===== src/rtl/dvp_gen_pkg.sv =====
// Shared definitions for the DVP test-pattern source.
//   mode_e       : run-time pattern select (colour bars, gradient, checker, PRBS)
//   ST_*         : frame FSM state encodings
//   LFSR_SEED    : PRBS start value, reloaded at every frame start
//   LFSR_TAPS    : feedback taps of the right-shifting Fibonacci LFSR
//   bar_colour() : RGB565 colour table for the eight colour bars
//   lfsr_step()  : one PRBS advance
package dvp_gen_pkg;

  typedef enum logic [1:0] {
    MODE_BARS  = 2'd0,
    MODE_GRAD  = 2'd1,
    MODE_CHECK = 2'd2,
    MODE_PRBS  = 2'd3
  } mode_e;

  localparam logic [2:0] ST_IDLE = 3'd0;
  localparam logic [2:0] ST_VS   = 3'd1;
  localparam logic [2:0] ST_VB   = 3'd2;
  localparam logic [2:0] ST_ACT  = 3'd3;
  localparam logic [2:0] ST_HB   = 3'd4;
  localparam logic [2:0] ST_VF   = 3'd5;

  localparam logic [15:0] LFSR_SEED = 16'hACE1;
  // Polynomial x^16+x^14+x^13+x^11+1 on a right-shifting register: the
  // feedback is the XOR of bits 0, 2, 3 and 5, shifted in at bit 15.
  localparam logic [15:0] LFSR_TAPS = 16'h002D;

  function automatic logic [15:0] bar_colour(input logic [2:0] k);
    return {(k[2] ? 5'h1F : 5'h00), (k[1] ? 6'h3F : 6'h00), (k[0] ? 5'h1F : 5'h00)};
  endfunction

  function automatic logic [15:0] lfsr_step(input logic [15:0] s);
    return {^(s & LFSR_TAPS), s[15:1]};
  endfunction

endpackage


===== src/rtl/dvp_pattern_pix.sv =====
// Combinational RGB565 pattern generator.
//   mode [1:0]  : pattern select (mode_e encoding)
//   x    [15:0] : pixel column, 0..H_ACTIVE-1
//   y    [15:0] : pixel row, 0..V_ACTIVE-1
//   lfsr [15:0] : current PRBS value, used directly as the pixel in PRBS mode
//   pix  [15:0] : RGB565 pixel
module dvp_pattern_pix
  import dvp_gen_pkg::*;
#(
  parameter int H_ACTIVE = 640
) (
  input  logic [1:0]  mode,
  input  logic [15:0] x,
  input  logic [15:0] y,
  input  logic [15:0] lfsr,
  output logic [15:0] pix
);

  // Bars are H_ACTIVE/8 wide; a remainder from a non-multiple width is
  // absorbed by the last bar.
  localparam int BAR_W = (H_ACTIVE >= 8) ? H_ACTIVE / 8 : 1;

  logic [15:0] bar_idx;
  logic [2:0]  bar_k;
  logic        unused_y;

  assign unused_y = ^y[15:6];

  // NOTE: every output of a combinational block gets a default first, so no
  // path through the case can leave a value held and infer a latch.
  always_comb begin
    pix     = 16'h0000;
    bar_idx = x / 16'(BAR_W);
    bar_k   = (bar_idx > 16'd7) ? 3'd7 : bar_idx[2:0];
    case (mode)
      MODE_BARS:  pix = bar_colour(bar_k);
      MODE_GRAD:  pix = {x[4:0], y[5:0], x[4:0]};
      MODE_CHECK: pix = (x[3] ^ y[3]) ? 16'hFFFF : 16'h0000;
      default:    pix = lfsr;
    endcase
  end

endmodule


===== src/rtl/dvp_frame_gen.sv =====
// Parametrised DVP (OV7725-style) camera source with RGB565 test patterns.
//   clk        : system clock
//   rst        : synchronous, active-high reset
//   ce         : pixel-clock enable; nothing advances while low
//   en         : run request, sampled only at frame start
//   mode [1:0] : pattern select, sampled only at frame start
//   vsync      : frame sync, active high
//   href       : line valid, active high
//   data       : pixel byte (DATA_W=8, high byte first) or word (DATA_W=16)
//   frame_cnt  : completed frames, wraps
//   busy       : high from frame start until frame end
// The next-beat values are computed combinationally and the outputs are
// registered from them, so the outputs always describe the beat that the
// registered state represents. All durations must be at least one beat.
module dvp_frame_gen
  import dvp_gen_pkg::*;
#(
  parameter int H_ACTIVE    = 640,
  parameter int V_ACTIVE    = 480,
  parameter int H_BLANK     = 144,
  parameter int VSYNC_LINES = 3,
  parameter int V_BACK      = 17,
  parameter int V_FRONT     = 10,
  parameter int DATA_W      = 8
) (
  input  logic              clk,
  input  logic              rst,
  input  logic              ce,
  input  logic              en,
  input  logic [1:0]        mode,
  output logic              vsync,
  output logic              href,
  output logic [DATA_W-1:0] data,
  output logic [15:0]       frame_cnt,
  output logic              busy
);

  localparam int BPP    = 16 / DATA_W;
  localparam int ACT_T  = H_ACTIVE * BPP;
  localparam int LINE_T = ACT_T + H_BLANK;
  localparam int VS_T   = VSYNC_LINES * LINE_T;
  localparam int VB_T   = V_BACK * LINE_T;
  localparam int VF_T   = V_FRONT * LINE_T;
  localparam int MAX_A  = (VS_T > VB_T) ? VS_T : VB_T;
  localparam int MAX_B  = (VF_T > LINE_T) ? VF_T : LINE_T;
  localparam int MAX_T  = (MAX_A > MAX_B) ? MAX_A : MAX_B;
  localparam int CNT_W  = $clog2(MAX_T + 1);

  localparam logic [CNT_W-1:0] VS_LAST  = CNT_W'(VS_T - 1);
  localparam logic [CNT_W-1:0] VB_LAST  = CNT_W'(VB_T - 1);
  localparam logic [CNT_W-1:0] ACT_LAST = CNT_W'(ACT_T - 1);
  localparam logic [CNT_W-1:0] HB_LAST  = CNT_W'(H_BLANK - 1);
  localparam logic [CNT_W-1:0] VF_LAST  = CNT_W'(VF_T - 1);
  localparam logic [15:0]      Y_LAST   = 16'(V_ACTIVE - 1);

  logic [2:0]       state, n_state;
  logic [CNT_W-1:0] cnt, n_cnt;
  logic [15:0]      y, n_y;
  logic [15:0]      lfsr, n_lfsr;
  logic [1:0]       mode_q, n_mode;
  logic             frame_done;
  logic             pix_last;
  logic [15:0]      n_x;
  logic [15:0]      pix;
  logic [DATA_W-1:0] beat_word;

  // Last beat of a pixel: every beat on a 16-bit bus, the low byte on 8-bit.
  assign pix_last = (BPP == 1) || cnt[0];

  always_comb begin
    n_state    = state;
    n_cnt      = cnt + CNT_W'(1);
    n_y        = y;
    n_lfsr     = lfsr;
    n_mode     = mode_q;
    frame_done = 1'b0;
    case (state)
      ST_IDLE: begin
        n_cnt = '0;
        if (en) begin
          n_state = ST_VS;
          n_lfsr  = LFSR_SEED;
          n_mode  = mode;
        end
      end
      ST_VS: if (cnt == VS_LAST) begin
        n_state = ST_VB;
        n_cnt   = '0;
      end
      ST_VB: if (cnt == VB_LAST) begin
        n_state = ST_ACT;
        n_cnt   = '0;
      end
      ST_ACT: begin
        if (pix_last) n_lfsr = lfsr_step(lfsr);
        if (cnt == ACT_LAST) begin
          n_state = ST_HB;
          n_cnt   = '0;
        end
      end
      ST_HB: if (cnt == HB_LAST) begin
        n_cnt = '0;
        if (y == Y_LAST) begin
          n_state = ST_VF;
          n_y     = '0;
        end else begin
          n_state = ST_ACT;
          n_y     = y + 16'd1;
        end
      end
      ST_VF: if (cnt == VF_LAST) begin
        n_cnt      = '0;
        frame_done = 1'b1;
        if (en) begin
          n_state = ST_VS;
          n_lfsr  = LFSR_SEED;
          n_mode  = mode;
        end else begin
          n_state = ST_IDLE;
        end
      end
      default: begin
        n_state = ST_IDLE;
        n_cnt   = '0;
      end
    endcase
  end

  assign n_x = 16'(n_cnt >> (BPP - 1));

  dvp_pattern_pix #(
    .H_ACTIVE(H_ACTIVE)
  ) u_pix (
    .mode(n_mode),
    .x   (n_x),
    .y   (n_y),
    .lfsr(n_lfsr),
    .pix (pix)
  );

  generate
    if (DATA_W == 8) begin : g_byte
      logic n_phase;
      assign n_phase   = n_cnt[0];
      assign beat_word = n_phase ? pix[7:0] : pix[15:8];
    end else begin : g_word
      assign beat_word = pix;
    end
  endgenerate

  // NOTE: sequential state uses non-blocking assignments so every register
  // samples the pre-edge values, independent of statement order.
  always_ff @(posedge clk) begin
    if (rst) begin
      state     <= ST_IDLE;
      cnt       <= '0;
      y         <= '0;
      lfsr      <= LFSR_SEED;
      mode_q    <= MODE_BARS;
      vsync     <= 1'b0;
      href      <= 1'b0;
      data      <= '0;
      frame_cnt <= '0;
      busy      <= 1'b0;
    end else if (ce) begin
      state  <= n_state;
      cnt    <= n_cnt;
      y      <= n_y;
      lfsr   <= n_lfsr;
      mode_q <= n_mode;
      vsync  <= (n_state == ST_VS);
      href   <= (n_state == ST_ACT);
      data   <= (n_state == ST_ACT) ? beat_word : '0;
      busy   <= (n_state != ST_IDLE);
      if (frame_done) frame_cnt <= frame_cnt + 16'd1;
    end
  end

endmodule

===== config.mk =====
export PLATFORM = sky130hd
export DESIGN_NAME = dvp_frame_gen
export DESIGN_NICKNAME = d
export VERILOG_FILES = /design/src/rtl/dvp_gen_pkg.sv /design/src/rtl/dvp_pattern_pix.sv /design/src/rtl/dvp_frame_gen.sv
export SDC_FILE = /design/constraint.sdc
export NUM_CORES = 1
export LEC_CHECK = 0
export CORE_MARGIN = 10
export CORE_UTILIZATION = 30
export CTS_BUF_LIST = sky130_fd_sc_hd__clkbuf_4 sky130_fd_sc_hd__clkbuf_8
export DETAILED_ROUTE_END_ITERATION = 8
export DONT_BUFFER_PORTS = 1
export PLACE_DENSITY = 0.5
export SYNTH_ARGS = -nofsm -noshare
export SYNTH_HDL_FRONTEND = slang
export SYNTH_SLANG_ARGS = --single-unit

===== constraint.sdc =====
create_clock -name clk -period 4.92 [get_ports clk]
set_input_delay 0.738 -clock clk [delete_from_list [all_inputs] [get_ports clk]]
set_output_delay 0.738 -clock clk [all_outputs]
set_load 0.02 [all_outputs]

# After elaboration in Yosys (flattened, before gate mapping)
# Index checks and enable logic that the tools add are counted.
[classes] addsub=3 mul=0 div_mod_pow=1 order_cmp=1 n_eq_ne=15 shift=0 mux=35 bitwise=1 reduce_logical=6
[op_table] operator="$pmux 16 s3" n=2
[op_table] operator="$mux 16" n=5
[op_table] operator="$mux 15" n=5
[op_table] operator="$pmux 15 s5" n=1
[op_table] operator="$add 16x1->16 const B" n=2
[op_table] operator="$mux 3" n=8
[op_table] operator="$mux 6" n=3
[op_table] operator="$pmux 3 s6" n=1
[op_table] operator="$div 14x7->16 const B" n=1
[op_table] operator="$eq 16x9->1 const B" n=1
[op_table] operator="$gt 16x3->1 const B" n=1
[op_table] operator="$mux 8" n=2
[op_table] operator="$reduce_xor 16->1" n=1
[op_table] operator="$add 15x1->15 const B" n=1
[op_table] operator="$eq 15x11->1 const B" n=1
[op_table] operator="$eq 15x13->1 const B" n=1
[op_table] operator="$eq 15x14->1 const B" n=1
[op_table] operator="$eq 15x15->1 const B" n=1
[op_table] operator="$eq 15x8->1 const B" n=1
[op_table] operator="$mux 5" n=2
[op_table] operator="$eq 3x2->1 const B" n=3
[op_table] operator="$eq 3x1->1 const B" n=2
[op_table] operator="$eq 3x3->1 const B" n=2
[op_table] operator="$mux 2" n=2
[op_table] operator="other kinds (10)" n=12
[word_totals] regBits=79 latchBits=0 ramBits=0 romBits=0 input_bits=6 memories=0

# Longest topological paths before layout
[depth] word_depth=10 mapped_depth=16

# Hierarchy
# From an unflattened synthesis, not the netlist that was laid out.
[unflattened] cells_unflattened=794 area_unflattened_um2=5796.8
[by_module_without_submodules] mod="dvp_frame_gen" instances=1 cells_each=598 area_each_um2=4503.1 seq_area_each_um2=1581.5
[by_module_without_submodules] mod="dvp_pattern_pix" instances=1 cells_each=196 area_each_um2=1293.7 seq_area_each_um2=0.0

# Worst setup path after synthesis
# OpenSTA, ideal clock, no wires.
[synth_timing] kind="flip-flop to flip-flop" start="reg cnt[1]" end="reg data[4]" arrival_ns=3.357 required_time_ns=4.791 slack_ns=1.434 stages_incl_launch_ff=14 path_buffers=0 synth_period_minus_slack_ns=3.486 cell_sequence="dfxtp_1 ha_1 nand3_2 nor4_2 mux2_2 a21oi_1 o22ai_4 or3_4 o31ai_4 o31a_2 o22ai_2 o2111a_1 a21oi_1 o31ai_2"
[synth_via] elab_chain_cells=10
[synth_rtl] element="start, declared" line_no="dvp_frame_gen.sv:57" text="logic [CNT_W-1:0] cnt, n_cnt;"
[synth_rtl] element="start signal, assigned" line_no="dvp_frame_gen.sv:167" text="cnt <= n_cnt;"
[synth_rtl] element="$add 15x1->15 (tied with other cells)" line_no="dvp_frame_gen.sv:72" text="n_cnt = cnt + CNT_W'(1);"
[synth_rtl] element="$mux 15, on equally long branches"
[synth_rtl] element="$pmux 15 s5" line_no="dvp_frame_gen.sv:77" text="case (state)"
[synth_rtl] element="$div 14x7->16" line_no="dvp_pattern_pix.sv:33" text="bar_idx = x / 16'(BAR_W);"
[synth_rtl] element="$gt 16x3->1" line_no="dvp_pattern_pix.sv:34" text="bar_k = (bar_idx > 16'd7) ? 3'd7 : bar_idx[2:0];"
[synth_rtl] element="$mux 3" line_no="dvp_pattern_pix.sv:34"
[synth_rtl] element="$mux 5" line_no="dvp_gen_pkg.sv:30" text="return {(k[2] ? 5'h1F : 5'h00), (k[1] ? 6'h3F : 6'h00), (k[0] ? 5'h1F : 5'h00)};"
[synth_rtl] element="$pmux 16 s3" line_no="dvp_pattern_pix.sv:35" text="case (mode)"
[synth_rtl] element="$mux 8" line_no="dvp_frame_gen.sv:145" text="assign beat_word = n_phase ? pix[7:0] : pix[15:8];"
[synth_rtl] element="$mux 8 *" line_no="dvp_frame_gen.sv:173" text="data <= (n_state == ST_ACT) ? beat_word : '0;"
[synth_rtl] element="end signal, assigned" line_no="dvp_frame_gen.sv:173"
[synth_rtl] element="end, declared" line_no="dvp_frame_gen.sv:33" text="output logic [DATA_W-1:0] data,"
# Every way passes the cells marked *; elsewhere a longest branch is shown, timed or not.
# A chain may end at the register's enable or synchronous reset.

# Final worst setup path
[layout_timing] start="reg cnt[0]" end="reg data[3]"
# Same word-level chain as after synthesis.

==> out/metrics.yaml <==
status:
  status: "complete, no violations"
finish:
  fin_area_um2: 5890
  fin_nets: 719
  fin_util_pct: 32.6
  drive_gt1_share_pct: 9.52
  syn_to_final_growth_pct: 6.32
  antenna_cells: 0
detailed_routing:
  dr.pass1.iters: 5
  vias_per_cell: 5.63
  drc: 0
  vias: 5310
  ant_nets: 0
  drtIter0Drc: 338
  wl_per_cell_um: 16.9
  drt_wl_total_um: 15900
yosys:
  yosys_warnings: 0
  syn_nets: 746
  synthCells: 736
  synth.avg_cell_area_um2: 7.53
  synth_seq_cells: 79
  ys_types: 84
  ys_seq_area_share_pct: 28.5
  synth-edff-count: 0
  syn-cell-area_um2: 5540
  synth_flop_cell: "dfxtp_1"
  async_reset_ff_share_pct: 0
global_route:
  grt_max_degree: 66
  track_usage_pct: 12.8
  grt_first_pass_wirelength_um: 25700
  grt_pass1_vias: 4763
  overflow: 0
  antenna_found_initial: 0
power:
  power.switching_w: 0.000338
  power.total_w: 0.00127
  p_int_w: 0.000928
  clockPowerShare_pct: 40.7
  power_leakage_nw: 2.01
  ir_drop_v: 0.000104
  combPwrFrac_pct: 7.8
  p_seq_share_pct: 51.5
  swShare_pct: 26.7
  p_per_area_nw_per_um2: 215
clock_network:
  tritoncts: "yes"
  cts.sinks: 79
  numCtsBuffers: 9
  post_cts_buffers: 0
  cts.clk_slew.worst_paths_ps: 90
  cts_hold_buf: 0
  htreeDepth: 3
  clk_latency_ps: 370
  post_cts_resized: 0
  cts_buffer_depth: 2
  root_buffer: "clkbuf_8"
sta:
  max_freq_ghz: 0.234
  slew_headroom_pct: 42.6
  fin_tns_setup_ps: 0
  slew_violations: 0
  worst_pin_slew_ps: 858
  skew_ps: 8.76
  setup_viol_count_final: 0
  fin_crit_ps: 4270
  period_share_pct: 86.7
  rsz0062_at_grt: "no"
  hold_viol: 0
setup_path:
  worstPathMaxFanout: 12
  cp_common_cell: "nor4_2"
  critical_path_class: "register to register"
  critPathCaptureType: "register"
  crit_arrival_ps: 4500
  startpoint_type: "register"
  critPathMaxStageDelay_ps: 590
  required_ps: 5160
  slowest_stage: "mux2i_1"
  cp_cell_sequence: "ha_1 -> nand3_2 -> nor4_2 -> mux2i_1 -> nand3_1 -> nand4_2 -> o22ai_1 -> a211oi_1 -> nand4b_1 -> a31oi_2 -> nor4_2 -> a22oi_1"
placed_design:
  placed_cell_area_um2: 5690
  port_buffers: 0
  dp_hpwl_um: 11600
  gp_congestion: 0.828
die:
  dieArea_um2: 24300
  num_rows: 49
  initial_utilization_pct: 30.6
  ios: 33
  core-area_um2: 18100
  die_y_um: 156
  die_w_um: 156
min_path:
  hold_class: "input port to register"
job:
  max_cap_viol_count: 0
-- registers in the layout, indices dropped and copies added (netlist names) --
name,cells
href,1
busy,1
y,16
data,8
frame_cnt,16
vsync,1
mode_q,2
state,3
cnt,15
lfsr,16
-- cells by family (layout without fill, tap and decap cells) --
family                   after synthesis  after routing  share of synthesized area [%]
AO/OA/AOI/OAI                        193            193                           24.7
adder cells (fa/ha/maj)                5              5                           1.11
flip-flops                            79             79                           28.5
buffers and inverters                 60             38                           4.92
XOR/XNOR                              44             44                           7.09
AND/OR/NAND/NOR                      341            341                           31.0
multiplexers                          14             14                           2.60
-- power groups by stage --
| stage | sequential (W) | combinational, W | clock (W) |
|---|---|---|---|
| finish | 0.000652 | 0.0000990 | 0.000515 |
| global route | 0.000654 | 0.000109 | 0.000553 |
| CTS | 0.000652 | 0.0000974 | 0.000534 |
| detailed placement | 0.000668 | 0.0000969 | 0 |
| global placement | 0.000667 | 0.0000989 | 0 |
| floorplan | 0.000664 | 0.0000829 | 0 |
-- cell type report --
cell class                      count  area [um^2]
Tap cell                          229          287
Sequential cell                    79         1580
Fill cell                        1886        12200
Multi-Input combinational cell    597         3690
Clock buffer                       10          138
Clock inverter                      6         67.6
Inverter                           10         37.5
Timing Repair Buffer               12         90.1
-- worst paths after layout --
path | startpoint | end | slack (ps) | cells after the start
worst max register to register | cnt[0] | data[3] | 650 | 12
worst max-delay path | cnt[0] | data[3] | 650 | 12
worst min register to register | lfsr[1] | lfsr[1] | 510 | 2
worst min-delay path | rst | data[6] | 440 | 1
-- critical path: cells and delay by family, from the launching register on --
kind	cells	cell delay (ps)
adders and majority gates	1	330
AOI/OAI and AO/OA	4	970
and+or+nand+nor	6	1700
DFF	1	550
muxes	1	590
-- synthesized netlist by cell type, types with 9 or more instances --
cell	count	area share [%]
nand4_1	20	2.3
a22oi_1	13	1.8
and3_1	11	1.2
nor2_1	98	6.6
o21ai_0	30	2.7
a21oi_1	54	4.9
nand3_1	29	2.6
dfxtp_1	79	29
nor4_1	10	1.1
nand2b_1	9	1.0
clkbuf_1	31	2.1
inv_1	10	0.68
a211oi_1	12	1.6
or3_1	11	1.2
xor2_1	30	4.7
nand2_1	86	5.8
xnor2_1	13	2.1
nor3_1	21	1.9
mux2i_1	11	2.0
-- metrics by stage --
| stage | hold WS, ps | setup slack [ps] | cells |
|---|---|---|---|
| floorplan | 467 | 1430 | 736 |
| global placement | 488 | 797 | 927 |
| detailed placement | 496 | 670 | 927 |
| CTS | 419 | 659 | 943 |
| global route | 421 | 214 | 943 |
| finish | 437 | 653 | 943 |
-- layer usage --
layer  vias to the layer above  part of all wire [%]  GRT usage, %
met2                       161                    44          19.2
met4                         0                   1.4          3.69
met3                        19                   5.2          2.65
met1                      2468                    49          18.1
met5                         -                     0             0
li1                       2662                     -             -
-- cell usage in the layout (no fill, tap or decap), drive strengths merged, types with 7 or more instances in the layout --
cell / netlist / final
nor3: 21 / 21
clkbuf: 31 / 10
a211oi: 12 / 12
nand2: 87 / 87
xor2: 30 / 30
nand4: 23 / 23
o31ai: 11 / 11
nor4: 13 / 13
nor2: 100 / 100
o21ai: 32 / 32
nand2b: 9 / 9
nand3: 32 / 32
mux2i: 11 / 11
a22oi: 13 / 13
buf: 19 / 12
dfxtp: 79 / 79
and3: 11 / 11
o22ai: 10 / 10
or3: 12 / 12
xnor2: 14 / 14
or2: 7 / 7
a21oi: 56 / 56
inv: 10 / 12
Power figures use the tool's default switching activity.
